==> src/rtl/trace_regs_loader.sv <==
// Host-to-core GPR/PC loader: replays a serial word stream (x0..x31, pc) as RF/PC write strobes.
// Optional trailing XOR checksum word is enabled by defining TRACE_REGS_LOADER_CSUM_EN.
module trace_regs_loader #(
  parameter int XLEN  = 64,
  parameter int NREGS = 32,
  parameter int IDX_W = 5
) (
  input  logic             clock,
  input  logic             reset_n,
  input  logic             start,
  input  logic             in_valid,
  output logic             in_ready,
  input  logic [XLEN-1:0]  in_data,
  output logic             rf_wen,
  output logic [IDX_W-1:0] rf_waddr,
  output logic [XLEN-1:0]  rf_wdata,
  output logic             pc_wen,
  output logic [XLEN-1:0]  pc_wdata,
  output logic             busy,
  output logic             done,
  output logic             err,
  output logic [2:0]       dbg_state
);

  // Handshake: a word transfers on a rising edge where in_valid and in_ready are both high;
  // in_ready depends only on state, never on in_valid.
  typedef enum logic [2:0] {
    S_IDLE = 3'd0,
    S_GPR  = 3'd1,
    S_PC   = 3'd2,
    S_CSUM = 3'd3,
    S_FIN  = 3'd4
  } state_t;

  localparam logic [IDX_W-1:0] LAST_IDX = IDX_W'(NREGS - 1);

  state_t             state_q, state_d;
  logic [IDX_W-1:0]   cnt_q, cnt_d;
  logic               rf_wen_q, rf_wen_d;
  logic [IDX_W-1:0]   rf_waddr_q, rf_waddr_d;
  logic [XLEN-1:0]    rf_wdata_q, rf_wdata_d;
  logic               pc_wen_q, pc_wen_d;
  logic [XLEN-1:0]    pc_wdata_q, pc_wdata_d;
  logic               err_q, err_d;
`ifdef TRACE_REGS_LOADER_CSUM_EN
  logic [XLEN-1:0]    acc_q, acc_d;
`endif
  logic               hs;

  assign in_ready  = (state_q == S_GPR) || (state_q == S_PC) || (state_q == S_CSUM);
  assign busy      = in_ready;
  assign done      = (state_q == S_FIN);
  assign hs        = in_valid & in_ready;
  assign rf_wen    = rf_wen_q;
  assign rf_waddr  = rf_waddr_q;
  assign rf_wdata  = rf_wdata_q;
  assign pc_wen    = pc_wen_q;
  assign pc_wdata  = pc_wdata_q;
  assign err       = err_q;
  assign dbg_state = state_q;

  always_comb begin
    state_d    = state_q;
    cnt_d      = cnt_q;
    rf_wen_d   = 1'b0;
    rf_waddr_d = rf_waddr_q;
    rf_wdata_d = rf_wdata_q;
    pc_wen_d   = 1'b0;
    pc_wdata_d = pc_wdata_q;
    err_d      = err_q;
`ifdef TRACE_REGS_LOADER_CSUM_EN
    acc_d      = acc_q;
`endif
    case (state_q)
      S_IDLE: begin
        if (start) begin
          state_d = S_GPR;
          cnt_d   = '0;
          err_d   = 1'b0;
`ifdef TRACE_REGS_LOADER_CSUM_EN
          acc_d   = '0;
`endif
        end
      end
      S_GPR: begin
        if (hs) begin
`ifdef TRACE_REGS_LOADER_CSUM_EN
          acc_d = acc_q ^ in_data;
`endif
          // x0 is hardwired zero in the core: never written, only checked.
          if (cnt_q == '0) begin
            if (in_data != '0) err_d = 1'b1;
          end else begin
            rf_wen_d   = 1'b1;
            rf_waddr_d = cnt_q;
            rf_wdata_d = in_data;
          end
          if (cnt_q == LAST_IDX) state_d = S_PC;
          else                   cnt_d   = cnt_q + 1'b1;
        end
      end
      S_PC: begin
        if (hs) begin
          pc_wen_d   = 1'b1;
          pc_wdata_d = in_data;
`ifdef TRACE_REGS_LOADER_CSUM_EN
          acc_d      = acc_q ^ in_data;
          state_d    = S_CSUM;
`else
          state_d    = S_FIN;
`endif
        end
      end
      S_CSUM: begin
        if (hs) begin
`ifdef TRACE_REGS_LOADER_CSUM_EN
          if (in_data != acc_q) err_d = 1'b1;
`endif
          state_d = S_FIN;
        end
      end
      S_FIN:   state_d = S_IDLE;
      default: state_d = S_IDLE;
    endcase
  end

  always_ff @(posedge clock or negedge reset_n) begin
    if (!reset_n) begin
      state_q    <= S_IDLE;
      cnt_q      <= '0;
      rf_wen_q   <= 1'b0;
      rf_waddr_q <= '0;
      rf_wdata_q <= '0;
      pc_wen_q   <= 1'b0;
      pc_wdata_q <= '0;
      err_q      <= 1'b0;
`ifdef TRACE_REGS_LOADER_CSUM_EN
      acc_q      <= '0;
`endif
    end else begin
      state_q    <= state_d;
      cnt_q      <= cnt_d;
      rf_wen_q   <= rf_wen_d;
      rf_waddr_q <= rf_waddr_d;
      rf_wdata_q <= rf_wdata_d;
      pc_wen_q   <= pc_wen_d;
      pc_wdata_q <= pc_wdata_d;
      err_q      <= err_d;
`ifdef TRACE_REGS_LOADER_CSUM_EN
      acc_q      <= acc_d;
`endif
    end
  end

endmodule

==> config.mk <==
export PLATFORM = sky130hd
export DESIGN_NAME = trace_regs_loader
export DESIGN_NICKNAME = d
export VERILOG_FILES = /design/src/rtl/trace_regs_loader.sv
export SDC_FILE = /design/constraint.sdc
export NUM_CORES = 1
export LEC_CHECK = 0
export CORE_MARGIN = 1
export CORE_UTILIZATION = 40
export DETAILED_ROUTE_END_ITERATION = 6
export PLACE_DENSITY = 0.73
export SYNTH_ARGS = -nofsm -noshare
export SYNTH_HDL_FRONTEND = slang
export SYNTH_SLANG_ARGS = --single-unit
==> constraint.sdc <==
create_clock -name clock -period 2.75 [get_ports clock]
set_input_delay 0.55 -clock clock [delete_from_list [all_inputs] [get_ports clock]]
set_output_delay 0.55 -clock clock [all_outputs]
set_load 0.02 [all_outputs]
# Word-level counts from Yosys, hierarchy flattened
# Cells that the tools add are included.
op_classes:
  addsub: 1
  eq_ne: 12
  mux: 19
  n_bitwise: 2
  reduce_logical: 12
op_table:
  columns: ["cell", "count"]
  rows:
  - ["$reduce_bool 64->1", 1]
  - ["$mux 5", 3]
  - ["$mux 3", 4]
  - ["$pmux 5 s2", 1]
  - ["$mux 1", 9]
  - ["$pmux 3 s3", 1]
  - ["$ne 2x1->1 const B", 4]
  - ["$reduce_and 4->1", 2]
  - ["$eq 3x2->1 const B", 2]
  - ["$ne 2x2->1 const B", 3]
  - ["$add 5x1->5 const B", 1]
  - ["$eq 5x5->1 const B", 1]
  - ["$logic_not 5->1", 1]
  - ["$reduce_and 5->1", 1]
  - ["$eq 3x1->1 const B", 1]
  - ["$eq 3x3->1 const B", 1]
  - ["$logic_not 3->1", 1]
  - ["$reduce_and 3->1", 1]
  - ["$logic_or 1x1->1", 2]
  - ["$pmux 1 s2", 1]
  - ["$reduce_and 2->1", 1]
  - ["$reduce_bool 2->1", 1]
  - ["$reduce_or 2->1", 1]
  - ["$and 1x1->1", 1]
  - ["$not 1->1", 1]
totals:
  ff_bits: 144

# Logic depth before layout (Yosys ltp)
logic_depth:
  depth_word: 6
  depth_mapped: 7

# Worst setup path before layout
# OpenSTA, ideal clock, no wires.
synth_path:
  path_kind: "register to register"
  from: "reg cnt_q[0]"
  to: "reg cnt_q[3]"
  setup_ns: 0.119
  arrival_ns: 1.725
  slack_ns: 0.906
  stages_incl_launch_ff: 8
  synth_period_minus_slack_ns: 1.844
  path_cell_list: "dfrtp_1 > ha_1 > and3_1 > ha_1 > nand3b_1 > a2111o_1 > xnor2_1 > o21a_1"
synth_via:
  elab_chain_cells: 4
  word_cells_on_any_way: 7
synth_lines:
  columns: ["element", "line", "rtl"]
  rows:
  - ["start: declaration", "38", "logic [IDX_W-1:0] cnt_q, cnt_d;"]
  - ["start signal: assignment", "142", "cnt_q <= cnt_d;"]
  - ["$add 5x1->5", "99", "else cnt_d = cnt_q + 1'b1;"]
  - ["$mux 5", "98", "if (cnt_q == LAST_IDX) state_d = S_PC;"]
  - ["$mux 5", "86", "if (hs) begin"]
  - ["$pmux 5 s2", "74", "case (state_q)"]
# Several ways; a longest one is shown, not always the timed one. The select of a mux whose other input is x is not followed.
# A chain may end at the register's enable or synchronous reset.

# Worst setup path in the final report
layout_path:
  from: "reg state_q[1] (netlist: dbg_state[1])"
  to: "out in_ready"
layout_via:
  elab_chain_cells: 3
  word_cells_on_any_way: 5
layout_lines:
  columns: ["element", "line", "rtl"]
  rows:
  - ["start: declaration", "37", "state_t state_q, state_d;"]
  - ["start signal: assignment", "141", "state_q <= state_d;"]
  - ["$eq 3x1->1 or $eq 3x2->1 (tied branches)", "50", "assign in_ready = (state_q == S_GPR) || (state_q == S_PC) || (state_q == S_CSUM);"]
  - ["$logic_or 1x1->1", "50", null]
  - ["$logic_or 1x1->1 (*)", "50", null]
  - ["end: declaration", "12", "output logic in_ready,"]
# Every way passes the cells marked *; elsewhere a longest branch is shown, timed or not.

==> metrics.json <==
{
  "outcome": {"value": "finished clean"},
  "cts.sink_count": {"value": 144},
  "power.switching_fraction": {"value": 29.86, "unit": "%"},
  "pwr_cell_area": {"value": 951.3, "unit": "nW/um^2"},
  "share_of_layout_cells_above_drive_strength_1": {"value": 29.65, "unit": "%"},
  "yosysUniqueCellTypes": {"value": 31},
  "power.leakage": {"value": 0.003786, "unit": "uW"},
  "grt_antenna_before_repair": {"value": 0},
  "yosys_warns": {"value": 0},
  "combinational_share_of_power": {"value": 33.8, "unit": "%"},
  "detailed_place.area": {"value": 7986, "unit": "um^2"},
  "worstPathCellList": {"value": "nor2_1 -> nor2_1 -> clkdlybuf4s50_1"},
  "ctsHtreeMaxLevel": {"value": 4},
  "hold_viol": {"value": 0},
  "fmax": {"value": 408.0, "unit": "MHz"},
  "routed-via-count": {"value": 3875},
  "multiInputGateArea": {"value": 1936, "unit": "um^2"},
  "holdBufCountCts": {"value": 0},
  "synth_compound_area_share": {"value": 1.821, "unit": "%"},
  "synth_xor_area_share": {"value": 0.1535, "unit": "%"},
  "cellInternalPower": {"value": 5762, "unit": "uW"},
  "synthAdderAreaFrac": {"value": 0.6580, "unit": "%"},
  "cts_resized": {"value": 0},
  "floorplan.core_area": {"value": 13880, "unit": "um^2"},
  "timing.critical_path.arrival": {"value": 1.90, "unit": "ns"},
  "fp-row-count": {"value": 43},
  "max-clock-path-buffers": {"value": 2},
  "setup_viol_count_final": {"value": 0},
  "timing.max_slew.rel_slack": {"value": 65.20, "unit": "%"},
  "cp-startpoint": {"value": "dbg_state[1]"},
  "flow.area_growth_from_synthesis": {"value": 51.39, "unit": "%"},
  "timing.rr.start": {"value": "cnt_q[0]"},
  "synth-seq-area-share": {"value": 63.17, "unit": "%"},
  "crit_top_cell": {"value": "sky130_fd_sc_hd__nor2_1"},
  "mappedNetlistNets": {"value": 437},
  "timing.rr.end": {"value": "rf_wdata[15]"},
  "maxSlewViolCount": {"value": 0},
  "worst_setup_path_endpoint": {"value": "in_ready"},
  "largest_net_degree_at_the_start_of_global_routing": {"value": 58},
  "global_route.overflow_total": {"value": 0},
  "post_cts.repair.setup_buffers": {"value": 0},
  "critical_path.endpoint_type": {"value": "output pin"},
  "final_net_count": {"value": 655},
  "ys_seq_elements": {"value": 144},
  "drt_first_pass_iters": {"value": 4},
  "post-route-min-period": {"value": 2.451, "unit": "ns"},
  "fill_cell_total_of_the_finished_layout": {"value": 1094},
  "synth-simple-area-share": {"value": 5.155, "unit": "%"},
  "synth.area.mux_share": {"value": 26.06, "unit": "%"},
  "timing.hold.worst.class": {"value": "in2async"},
  "clockPowerShare": {"value": 30.1, "unit": "%"},
  "antenna_left": {"value": 0},
  "worstSkewPairLatency": {"value": 0.41, "unit": "ns"},
  "diodes": {"value": 0},
  "rsz0062_at_grt": {"value": "false"},
  "critical_path_class": {"value": "reg2out"},
  "critical_path.slowest_cell": {"value": "sky130_fd_sc_hd__clkdlybuf4s50_1"},
  "clock-root-buffer": {"value": "sky130_fd_sc_hd__clkbuf_16"},
  "share_seq_of_total_power": {"value": 36.0, "unit": "%"},
  "syn_area_per_cell": {"value": 15.59, "unit": "um^2"},
  "cts_inserted_buffers": {"value": 17},
  "initial_utilization": {"value": 41.09, "unit": "%"},
  "worst_reg2reg_path_length_in_cells": {"value": 6},
  "start_kind": {"value": "flop"},
  "place.detailed.hpwl": {"value": 10390, "unit": "um"},
  "wirelength": {"value": 14300, "unit": "um"},
  "floorplan.io_pins": {"value": 210},
  "die_height": {"value": 121.4, "unit": "um"},
  "final.setup.tns": {"value": 0, "unit": "ns"},
  "remaining_drc_errors": {"value": 0},
  "setup.reg_to_reg.worst_slack": {"value": 0.76, "unit": "ns"},
  "die_width": {"value": 121.4, "unit": "um"},
  "gp_congestion": {"value": 0.8027},
  "grt_pass1_vias": {"value": 4233},
  "placement.io_buffers": {"value": 209},
  "clkSlewWorstSetupHoldPaths": {"value": 0.06, "unit": "ns"},
  "max-cap-violations": {"value": 0},
  "cell_area_after_technology_mapping": {"value": 5704, "unit": "um^2"},
  "peakVddDrop": {"value": 0.6655, "unit": "mV"},
  "routed_wire_length_per_instance": {"value": 18.40, "unit": "um"},
  "finish.instance_area": {"value": 8636, "unit": "um^2"},
  "fin_skew": {"value": 0.005418, "unit": "ns"},
  "avgViaCountPerCell": {"value": 4.987},
  "timing.critical_path.slowest_cell_delay": {"value": 0.62, "unit": "ns"},
  "grt_pass1_wl": {"value": 22800, "unit": "um"},
  "die_area": {"value": 14740, "unit": "um^2"},
  "critical_path_required": {"value": 2.20, "unit": "ns"},
  "post_synth_inst_count": {"value": 366},
  "drt_first_iter_violations": {"value": 195},
  "final_critical_path_share_of_the_clock_period": {"value": 89.14, "unit": "%"},
  "synth_top_family_by_area": {"value": "multiplexers"},
  "regArea": {"value": 3603, "unit": "um^2"},
  "max_slew.worst_pin.slew": {"value": 0.5220, "unit": "ns"},
  "global_route.usage.total": {"value": 20.74, "unit": "%"},
  "crit_fanout": {"value": 11},
  "netSwitchingPower": {"value": 2453, "unit": "uW"},
  "cts_tree": {"value": "done"}
}
-- cells in the mapped netlist --
| master | n | area (um^2) |
|---|---|---|
| sky130_fd_sc_hd__o41ai_1 | 1 | 8.760 |
| sky130_fd_sc_hd__nand3_4 | 1 | 17.52 |
| sky130_fd_sc_hd__nor2b_1 | 1 | 6.260 |
| sky130_fd_sc_hd__nor3b_4 | 1 | 18.77 |
| sky130_fd_sc_hd__and2_1 | 1 | 6.260 |
| sky130_fd_sc_hd__inv_1 | 5 | 18.77 |
| sky130_fd_sc_hd__nand2b_1 | 1 | 6.260 |
| sky130_fd_sc_hd__xnor2_1 | 1 | 8.760 |
| sky130_fd_sc_hd__and3_1 | 1 | 6.260 |
| sky130_fd_sc_hd__o21a_1 | 1 | 7.510 |
| sky130_fd_sc_hd__nor2_1 | 8 | 30.03 |
| sky130_fd_sc_hd__nand3b_1 | 2 | 15.01 |
| sky130_fd_sc_hd__a211o_1 | 1 | 8.760 |
| sky130_fd_sc_hd__dfrtp_1 | 144 | 3603 |
| sky130_fd_sc_hd__nand4b_1 | 1 | 8.760 |
| sky130_fd_sc_hd__or4b_4 | 1 | 13.76 |
| sky130_fd_sc_hd__o21ai_0 | 5 | 25.02 |
| sky130_fd_sc_hd__nor4_1 | 15 | 93.84 |
| sky130_fd_sc_hd__nor3_1 | 3 | 15.01 |
| sky130_fd_sc_hd__a2111o_1 | 1 | 11.26 |
| sky130_fd_sc_hd__mux2_2 | 132 | 1486 |
| sky130_fd_sc_hd__a22oi_1 | 2 | 15.01 |
| sky130_fd_sc_hd__buf_6 | 7 | 78.83 |
| sky130_fd_sc_hd__nand2_1 | 7 | 26.28 |
| sky130_fd_sc_hd__a22o_1 | 2 | 17.52 |
| sky130_fd_sc_hd__buf_4 | 7 | 52.55 |
| sky130_fd_sc_hd__a21oi_1 | 2 | 10.01 |
| sky130_fd_sc_hd__nand3_1 | 1 | 5.000 |
| sky130_fd_sc_hd__nand4_1 | 4 | 25.02 |
| sky130_fd_sc_hd__ha_1 | 3 | 37.54 |
| sky130_fd_sc_hd__buf_2 | 4 | 20.02 |
-- final cells by class --
| class | instances | area share [%] |
|---|---|---|
| repair buffers | 217 | 25.51 |
| clock inverters | 10 | 1.797 |
| well taps | 180 | 2.608 |
| clock buffers | 22 | 5.723 |
| flip-flops and latches | 144 | 41.73 |
| inverters | 5 | 0.2173 |
| multi-input cells | 199 | 22.41 |
-- how the worst min path moves through the flow --
stage                  from            to  slack (ns)  cells past startpoint
2_1_floorplan       reset_n      cnt_q[0]        0.25                      0
3_3_place_gp    rf_wdata[9]   rf_wdata[9]        0.49                      1
3_5_place_dp   rf_wdata[55]  rf_wdata[55]        0.49                      1
4_1_cts             reset_n  pc_wdata[47]         0.1                      1
5_1_grt             reset_n  pc_wdata[44]        0.12                      1
6_report            reset_n  pc_wdata[28]        0.09                      1
-- state kept, by name, summed over array words and instances (netlist names) --
register / count
rf_waddr: 5
dbg_state: 3
cnt_q: 5
err: 1
pc_wen: 1
rf_wdata: 64
rf_wen: 1
pc_wdata: 64
-- worst max-delay path: cells and delay by family, from the launching register on --
family                 cells  cell delay (ns)
flip-flops                 1             0.59
AND/OR/NAND/NOR            2             0.27
buffers and inverters      1             0.62
-- power groups by stage --
stage          clock network [uW]  logic (uW)  registers (uW)
3_3_place_gp                    0        2770            2960
5_1_grt                      2620        2940            3040
2_1_floorplan                   0         806            3580
3_5_place_dp                    0        2800            3000
6_report                     2480        2780            2960
4_1_cts                      2530        2810            2970
-- kinds of logic (layout without fill, tap and decap cells) --
group,count (synthesis),count (layout)
xor+xnor,1,1
fa+ha+maj,3,3
flops,144,144
mux,132,132
compound gates,15,15
buf+inv,23,254
simple gates,48,48
-- placed cells by master, fill, tap and decap left out, drive strengths merged, types with 4 or more instances in the layout --
cell type | synthesis | layout
buf | 18 | 9
nor2 | 8 | 8
mux2 | 132 | 132
nand4 | 4 | 4
o21ai | 5 | 5
clkinv | 0 | 4
clkbuf | 0 | 22
dfrtp | 144 | 144
clkdlybuf4s50 | 0 | 208
nand2 | 7 | 7
nor4 | 15 | 15
inv | 5 | 5
bufinv | 0 | 4
-- stage by stage --
stage | power (uW) | hold slack [ns] | std cells | utilization (%) | setup WS (ns)
CTS | 8311 | 0.09803 | 777 | 62.21 | 0.2930
floorplan | 4385 | 0.2544 | 366 | - | 0.9065
global placement | 5728 | 0.4871 | 745 | 57.54 | 0.3575
finish | 8215 | 0.08939 | 777 | 62.21 | 0.2988
detailed placement | 5796 | 0.4922 | 745 | 57.54 | 0.2797
global route | 8598 | 0.1216 | 777 | 62.21 | 0.1919
-- metal layers --
metal  part of all wire, %  track usage [%]  up-vias
li1                      -                -     1760
met1                    41            24.78     1967
met2                    51            34.13      119
met3                   5.4            5.874       29
met4                   2.7            10.34        0
met5                     0                0        -
Power figures use the tool's default switching activity.
